===== src/rtl/serial_frame_rx.sv =====
// Serial frame receiver: header, command bit, payload, tail, with a one-entry valid/ready output buffer.
// Define SERIAL_FRAME_RX_PARITY_EN to insert an even-parity bit between payload and tail.
module serial_frame_rx #(
  parameter int                  HDR_LEN  = 4,
  parameter logic [HDR_LEN-1:0]  HDR_PAT  = 4'b0101,
  parameter int                  DATA_W   = 8,
  parameter int                  TAIL_LEN = 4,
  parameter logic [TAIL_LEN-1:0] TAIL_PAT = 4'b1010
) (
  input  logic              clk,
  input  logic              rst,
  input  logic              en,
  input  logic              data_in,
  output logic              frm_valid,
  input  logic              frm_ready,
  output logic              frm_cmd,
  output logic [DATA_W-1:0] frm_data,
  output logic              err,
  output logic              ovf
);

  localparam int MAX_LEN = (HDR_LEN > DATA_W)
                         ? ((HDR_LEN > TAIL_LEN) ? HDR_LEN : TAIL_LEN)
                         : ((DATA_W > TAIL_LEN) ? DATA_W : TAIL_LEN);
  localparam int CNT_W   = $clog2(MAX_LEN + 1);
  localparam int CNT_LIM = 1 << CNT_W;

  localparam logic [CNT_W-1:0] HDR_LAST  = CNT_W'(HDR_LEN - 1);
  localparam logic [CNT_W-1:0] DATA_LAST = CNT_W'(DATA_W - 1);
  localparam logic [CNT_W-1:0] TAIL_LAST = CNT_W'(TAIL_LEN - 1);

`ifdef SERIAL_FRAME_RX_PARITY_EN
  typedef enum logic [2:0] {IDLE, HDR, CMD, PAY, PAR, TAIL} state_t;
`else
  typedef enum logic [2:0] {IDLE, HDR, CMD, PAY, TAIL} state_t;
`endif

  state_t              state_reg, state_next;
  logic [CNT_W-1:0]    cnt_reg, cnt_next;
  logic [DATA_W-1:0]   shift_reg, shift_next;
  logic                cmd_reg, cmd_next;
  logic                frame_done, frame_bad;

  logic                frm_valid_reg, frm_valid_next;
  logic                frm_cmd_reg, frm_cmd_next;
  logic [DATA_W-1:0]   frm_data_reg, frm_data_next;
  logic                err_reg, err_next;
  logic                ovf_reg, ovf_next;

  // Patterns re-ordered so the expected bit is indexed directly by the bit counter.
  logic [CNT_LIM-1:0]  hdr_exp, tail_exp;

  genvar gi;
  generate
    for (gi = 0; gi < CNT_LIM; gi++) begin : g_pat
      if (gi < HDR_LEN) begin : g_hdr
        assign hdr_exp[gi] = HDR_PAT[HDR_LEN-1-gi];
      end else begin : g_hdr_pad
        assign hdr_exp[gi] = 1'b0;
      end
      if (gi < TAIL_LEN) begin : g_tail
        assign tail_exp[gi] = TAIL_PAT[TAIL_LEN-1-gi];
      end else begin : g_tail_pad
        assign tail_exp[gi] = 1'b0;
      end
    end
  endgenerate

  always_ff @(posedge clk or posedge rst) begin
    if (rst) begin
      state_reg     <= IDLE;
      cnt_reg       <= '0;
      shift_reg     <= '0;
      cmd_reg       <= 1'b0;
      frm_valid_reg <= 1'b0;
      frm_cmd_reg   <= 1'b0;
      frm_data_reg  <= '0;
      err_reg       <= 1'b0;
      ovf_reg       <= 1'b0;
    end else begin
      state_reg     <= state_next;
      cnt_reg       <= cnt_next;
      shift_reg     <= shift_next;
      cmd_reg       <= cmd_next;
      frm_valid_reg <= frm_valid_next;
      frm_cmd_reg   <= frm_cmd_next;
      frm_data_reg  <= frm_data_next;
      err_reg       <= err_next;
      ovf_reg       <= ovf_next;
    end
  end

  always_comb begin
    state_next = state_reg;
    cnt_next   = cnt_reg;
    shift_next = shift_reg;
    cmd_next   = cmd_reg;
    frame_done = 1'b0;
    frame_bad  = 1'b0;
    if (en) begin
      unique case (state_reg)
        IDLE: begin
          if (data_in == hdr_exp[0]) begin
            state_next = HDR;
            cnt_next   = CNT_W'(1);
          end
        end
        HDR: begin
          // A mismatch drops straight back to IDLE without trying to re-align.
          if (data_in != hdr_exp[cnt_reg]) begin
            state_next = IDLE;
            cnt_next   = '0;
          end else if (cnt_reg == HDR_LAST) begin
            state_next = CMD;
            cnt_next   = '0;
          end else begin
            cnt_next = cnt_reg + 1'b1;
          end
        end
        CMD: begin
          cmd_next   = data_in;
          state_next = PAY;
          cnt_next   = '0;
        end
        PAY: begin
          shift_next = DATA_W'({shift_reg, data_in});
          if (cnt_reg == DATA_LAST) begin
`ifdef SERIAL_FRAME_RX_PARITY_EN
            state_next = PAR;
`else
            state_next = TAIL;
`endif
            cnt_next = '0;
          end else begin
            cnt_next = cnt_reg + 1'b1;
          end
        end
`ifdef SERIAL_FRAME_RX_PARITY_EN
        PAR: begin
          cnt_next = '0;
          if (cmd_reg ^ (^shift_reg) ^ data_in) begin
            frame_bad  = 1'b1;
            state_next = IDLE;
          end else begin
            state_next = TAIL;
          end
        end
`endif
        TAIL: begin
          if (data_in != tail_exp[cnt_reg]) begin
            frame_bad  = 1'b1;
            state_next = IDLE;
            cnt_next   = '0;
          end else if (cnt_reg == TAIL_LAST) begin
            frame_done = 1'b1;
            state_next = IDLE;
            cnt_next   = '0;
          end else begin
            cnt_next = cnt_reg + 1'b1;
          end
        end
        default: begin
          state_next = IDLE;
          cnt_next   = '0;
        end
      endcase
    end
  end

  always_comb begin
    frm_valid_next = frm_valid_reg;
    frm_cmd_next   = frm_cmd_reg;
    frm_data_next  = frm_data_reg;
    err_next       = frame_bad;
    ovf_next       = 1'b0;
    if (frm_valid_reg && frm_ready) begin
      frm_valid_next = 1'b0;
    end
    // A frame completing while the buffer is being drained replaces it in the same edge.
    if (frame_done) begin
      if (!frm_valid_reg || frm_ready) begin
        frm_valid_next = 1'b1;
        frm_cmd_next   = cmd_reg;
        frm_data_next  = shift_reg;
      end else begin
        ovf_next = 1'b1;
      end
    end
  end

  assign frm_valid = frm_valid_reg;
  assign frm_cmd   = frm_cmd_reg;
  assign frm_data  = frm_data_reg;
  assign err       = err_reg;
  assign ovf       = ovf_reg;

endmodule


===== config.mk =====
export PLATFORM = sky130hd
export DESIGN_NAME = serial_frame_rx
export DESIGN_NICKNAME = d
export VERILOG_FILES = /design/src/rtl/serial_frame_rx.sv
export SDC_FILE = /design/constraint.sdc
export NUM_CORES = 1
export LEC_CHECK = 0
export ABC_AREA = 1
export BUFFER_PORTS_ARGS = -buffer_cell sky130_fd_sc_hd__clkbuf_2
export CORE_MARGIN = 5
export CORE_UTILIZATION = 50
export CTS_BUF_LIST = sky130_fd_sc_hd__clkbuf_4 sky130_fd_sc_hd__clkbuf_8
export DETAILED_ROUTE_END_ITERATION = 6
export GPL_TIMING_DRIVEN = 1
export PLACE_DENSITY = 0.78
export RECOVER_POWER = 100
export SLEW_MARGIN = 40
export SYNTH_ARGS = -nofsm -noshare
export SYNTH_HDL_FRONTEND = slang
export SYNTH_SLANG_ARGS = --single-unit

===== constraint.sdc =====
create_clock -name clk -period 2.4 [get_ports clk]
set_input_delay 0.12 -clock clk [delete_from_list [all_inputs] [get_ports clk]]
set_output_delay 0.12 -clock clk [all_outputs]
set_load 0.01 [all_outputs]

# Yosys cells after proc, flatten, opt, wreduce, memory -nomap -nowiden
# Memory sizes are Yosys's and may differ from the RTL's.
# Cells that the tools add are included.
# Widths: inputs -> output; s select.
[op_classes]
eq_ne = 12
n_lt_le_gt_ge = 1
add_sub_neg = 1
reduce_logical = 9
mux = 27
[op_table]
columns = ["cell", "n"]
rows = [
  ["$mux 4", 5],
  ["$mux 3", 6],
  ["$pmux 4 s4", 1],
  ["$pmux 3 s5", 1],
  ["$mux 1", 14],
  ["$reduce_and 2->1", 4],
  ["$eq 3x2->1 const B", 2],
  ["$ne 3x3->1 const B", 2],
  ["$lt 4x5->1 const B", 1],
  ["$reduce_and 5->1", 1],
  ["$add 4x1->4 const B", 1],
  ["$eq 4x2->1 const B", 1],
  ["$eq 4x3->1 const B", 1],
  ["$ne 2x2->1 const B", 2],
  ["$eq 3x1->1 const B", 1],
  ["$eq 3x3->1 const B", 1],
  ["$logic_not 3->1", 1],
  ["$ne 1x1->1", 2],
  ["$logic_and 1x1->1", 1],
  ["$logic_not 1->1", 1],
  ["$logic_or 1x1->1", 1],
]
[totals]
romBits = 32
n_memories = 2
output_inout_bits = 12
in_bits = 5
wordCells = 61
reg_bits = 28
[mem_list]
columns = ["memory", "words", "word_bits", "rd", "rd_clocked_by_memory_dff", "wr", "line", "rtl"]
rows = [
  ["(no name shown)", 16, 1, 1, 0, 0, "150", "if (data_in != tail_exp[cnt_reg]) begin"],
  ["(no name shown)", 16, 1, 1, 0, 0, "110", "if (data_in != hdr_exp[cnt_reg]) begin"],
]

# Logic depth before layout (Yosys ltp)
[depth]
ltp_word = 7
depth_mapped = 9
depth_no_buf = 9

# Worst setup path before layout
# OpenSTA, ideal clock, no wires.
[synth_timing]
path_kind = "reg-to-reg"
start = "register cnt_reg[0]"
end = "register frm_data_reg[2] (netlist: frm_data[2])"
slack_ns = 0.931
period_less_slack_ns = 1.469
path_stages_with_launch = 9
t_arrival_ns = 1.350
cell_sequence = "dfrtp_1 -> ha_1 -> nand2_2 -> nor2_4 -> nand3_4 -> nor2_4 -> buf_6 -> nand2_2 -> o21a_1"
[synth_via]
elab_chain_len = 7
word_cells_on_any_way = 9
[synth_rtl]
columns = ["element", "line", "rtl"]
rows = [
  ["from (decl)", "39", "logic [CNT_W-1:0] cnt_reg, cnt_next;"],
  ["from (signal assigned)", "82", "cnt_reg <= cnt_next;"],
  ["$mem_v2 16x1", "n/a", ""],
  ["$mux 1 (implied by the code)", "150", ""],
  ["$ne 1x1->1", "150", ""],
  ["$mux 1 *", "150", ""],
  ["$mux 1 *", "101", "unique case (state_reg)"],
  ["$mux 1 *", "100", "if (en) begin"],
  ["$reduce_and 2->1 (no source line) *", "n/a", ""],
  ["to (signal assigned)", "87", "frm_data_reg <= frm_data_next;"],
  ["to (decl)", "46", "logic [DATA_W-1:0] frm_data_reg, frm_data_next;"],
]
# Every way passes the cells marked *; elsewhere a longest branch is shown, timed or not. The select of a mux whose other input is x is not followed.
# A chain may end at the register's enable or synchronous reset.

# Worst setup path after layout
[layout_timing]
start = "register cnt_reg[2]"
end = "register frm_data_reg[4] (netlist: frm_data[4])"
# The elaborated chain is that of the path after synthesis.

==> impl.org <==
** STA
- Tcrit/Tclk final :: 80.4%
- Setup repair after global routing left no endpoint under its margin.
- Worst max-slew margin expressed relative to the limit :: 2.05%
- For this run, the top clock speed supported by timing is 518 MHz.
- Tightest Pin Transition :: 1470 ps
- On the final layout, the worst clock skew is 13.1 ps.
- Max-slew violations :: 0
- Sum of negative setup slack :: 0 ps
- Final setup violating endpoints :: 0
- Counting I/O delays and the setup requirement, the final critical path takes 1930 ps.
- Setup slack on the critical path of the routed design comes to 471 ps.
- The final-report hold violation count came to 0.

** Pwr
- Comb power frac :: 33.7%
- The clock network burns 20.2% of the power.
- Dividing total power by cell area gives a power density of 989 nW/µm².
- Sequential cells account for 46.2% of the total power.
- Summed over all cells, the static leakage comes to 0.801 nW.
- The internal power of the cells totals 0.927 mW.
- Worst IR drop on VDD :: 0.000590 V
- Switching power summed over all nets :: 0.575 mW
- Switching share of power :: 38.3%

** Finish
- Number of standard cells in the final layout excluding fillers :: 214
- After the last flow step, the layout net total stands at 190.
- In the final layout, flip-flops and latches occupy 701 µm².
- Relative to the synthesized area, the layout overhead comes to 9.87%.
- Counting the fill cells in the layout gives 273.
- Area of the multi-input gates :: 591 µm²
- Fraction of final layout cells with drive strength greater than 1 :: 12.0%
- Inserted Diodes :: 0
- Final non-filler cell area :: 1520 µm²

** Worst setup path
- Among all stages on the critical path, the largest delay is contributed by dfrtp_1.
- Cell seen most often among critical-path stages :: nand2_1
- STA puts the critical path data arrival time at 2150 ps.
- Type of the worst setup path :: register to register
- Worst stage delay on the critical path :: 470 ps
- Required time at the worst-slack endpoint :: 2620 ps
- The worst setup path is captured at a register.
- Launch point of the critical path :: cnt_reg[2]
- Cell Chain, Critical Path :: nor2_1 -> nand3_2 -> nand2_1 -> nand3_4 -> nor2_4 -> nand2_1 -> o21a_1
- STA classifies the critical path startpoint as a register.
- In this run the critical register-to-register path is launched from cnt_reg[2].
- The number of buffers and inverters on the critical path is 0.
- Broken down by cell family, the worst path's largest delay share belongs to simple AND/OR/NAND/NOR gates.
- Max FO, Critical Path :: 11

** Clock network
- The clock passes through at most 2 buffers.
- In this run the clock root is driven by a clkbuf_4.
- Source-to-sink clock delay at the later pin of the worst-skew pair :: 320 ps
- Num CTS Buffers :: 3
- Post-CTS clock slew at the launch and capture registers of the worst setup and hold paths :: 150 ps
- CTS built an H-tree with a depth of 1.
- The clock drives 28 sinks.
- Clock tree from TritonCTS :: yes
- In this run, post-CTS repair resized a total of 0 instances.
- CTS hold repair buffers :: 1
- Post CTS Setup Buffer Count :: 0

** Placed design
- Total placed instance area :: 1490 µm²
- Global placer's final weighted congestion :: 0.955
- Dpl cells :: 209
- In this run the tool buffered the top-level ports with 16 buffer cells.
- Post-placement setup slack :: 767 ps
- Detailed placement ended at an HPWL of 2130 µm.

** Floorplanning
- Vertical extent of the die :: 62.6 µm
- Initial standard-cell utilization of the core :: 51.0%
- Boundary pin count :: 17
- Measured along the x axis, the die boundary spans 62.6 µm.
- Die area :: 3910 µm²
- The region available for standard cell placement spans 2710 µm².
- Row cnt :: 19

** Yosys
- Count of mapped cells out of synthesis :: 163
- The commonest cells after synthesis are 53 x nand2_1, 28 x dfrtp_1, 16 x nand3_1, 13 x inv_1, 13 x o21ai_0.
- Dominant synthesized flop cell :: dfrtp_1
- Counting flops and latches in the post-synthesis netlist gives 28.
- Sorting the synthesized cells by area gives the leading types as dfrtp_1 51%, nand2_1 14%, nand3_1 5.8%.
- Post-synthesis async set-or-reset flop share :: 100%
- EDFF count, synth :: 0
- Post-synth cell types :: 22
- The largest total area in the synthesized netlist belongs to dfrtp_1.
- Most frequent cell after synthesis :: nand2_1
- Synthesis produced a netlist with a net count of 169.
- Of the synthesized area, sequential elements account for 50.7%.
- Summed over its instances, the top area cell type makes up 50.7% of the synthesized netlist area.
- Yosys printed 0 warnings.
- The cell area that synthesis handed to floorplanning was 1380 µm².
- Mean post-synth cell area :: 8.47 µm²

** Global route
- Entering global routing, the biggest net connects 29 pins.
- Across every metal layer, demand over resource in global routing totals 14.6%.
- The initial antenna violation count is 0.
- The first global-routing pass estimated 4740 µm of wire.
- Number of global-route vias before repair :: 1081
- The total overflow left after global routing is 0.

** Status
- Result of the run :: completed

** Drt
- The pre-antenna-repair detailed-routing pass consisted of 4 iterations.
- Average wire length per cell after detail routing :: 12.8 µm
- The final route contains 1141 vias.
- After detailed routing, the total wire length is 2730 µm.
- After detailed routing, the number of vias per cell comes to 5.33.
- Remaining DRCs :: 0
- The count of nets left with antenna violations once routing finished came out at 0.
- After the first detailed-routing iteration, the DRC count stood at 88.

** Run
- Maximum capacitance violations :: 0

** Worst hold path
- The min-delay analysis places its worst path in the category primary input to register.
- The startpoint identified for the worst hold timing path is en.
==> kinds of logic after synthesis <==
group | Yosys count | synth area share [%]
adders and majority gates | 1 | 0.906
DFF | 28 | 50.7
buffers and inverters | 17 | 5.25
muxes | 3 | 2.45
AOI/OAI and AO/OA | 19 | 7.25
xor gates and xnor gates | 1 | 0.634
and+or+nand+nor | 94 | 32.8
==> per-stage QoR <==
| stage | utilization, % | hold WS (ps) | total power [mW] |
|---|---|---|---|
| final | 56.0 | 91.1 | 1.50 |
| after floorplan | - | 185 | 1.08 |
| after detailed placement | 55.0 | 183 | 1.22 |
| after global routing | 56.0 | 105 | 1.62 |
| after CTS | 57.3 | 83.4 | 1.52 |
| after global placement | 55.0 | 171 | 1.18 |
==> cell type report <==
cell class / count / share of cell area [%]
multi-input combinational: 118 / 38.9
sequential: 28 / 46.2
timing repair buffer: 18 / 5.19
clock buffer: 3 / 1.48
inverter: 15 / 3.71
tap: 31 / 2.56
clock inverter: 1 / 1.98
==> metal layers <==
metal  vias up  part of all wire (%)  wire, µm  GRT usage (%)
li1        571                     -         -              -
met1       542                    43      1170           18.2
met4         0                   1.2        33           5.04
met2        24                    52      1410           25.5
met3         4                   4.2       116           2.16
met5         -                     0         0              0
==> cell usage in the layout, fill, tap and decap left out, types with 2 or more instances in the layout <==
master / n
clkbuf_1: 13
nand3_1: 16
clkbuf_4: 3
nor2_4: 2
a21oi_1: 4
nand2_2: 4
nor2_1: 9
dfrtp_1: 28
o21ai_0: 13
o21a_1: 2
inv_2: 2
inv_1: 13
nand4_1: 5
mux2_2: 3
clkbuf_2: 4
nand2_1: 54
==> power by group through the flow <==
stage,clock network [mW],registers [mW],logic (mW)
2_1_floorplan,0,0.679,0.403
6_report,0.303,0.693,0.506
5_1_grt,0.333,0.711,0.578
4_1_cts,0.310,0.691,0.523
3_5_place_dp,0,0.700,0.519
3_3_place_gp,0,0.691,0.493
==> tightest hold or removal path, stage by stage <==
cell      delay, ps
clkbuf_2        110
nand3_1          90
o21ai_0          70
==> final timing paths <==
path	endpoint	slack, ps	cells past startpoint
worst max-delay path	frm_data[4]	470	7
worst min-delay path	cmd_reg	90	3
worst max register to register	frm_data[4]	470	7
worst min register to register	frm_data[7]	500	2
max in group asynchronous	frm_data[2]	730	4
min in group asynchronous	ovf	810	4
No activity file was read; power rests on OpenSTA's default activity.
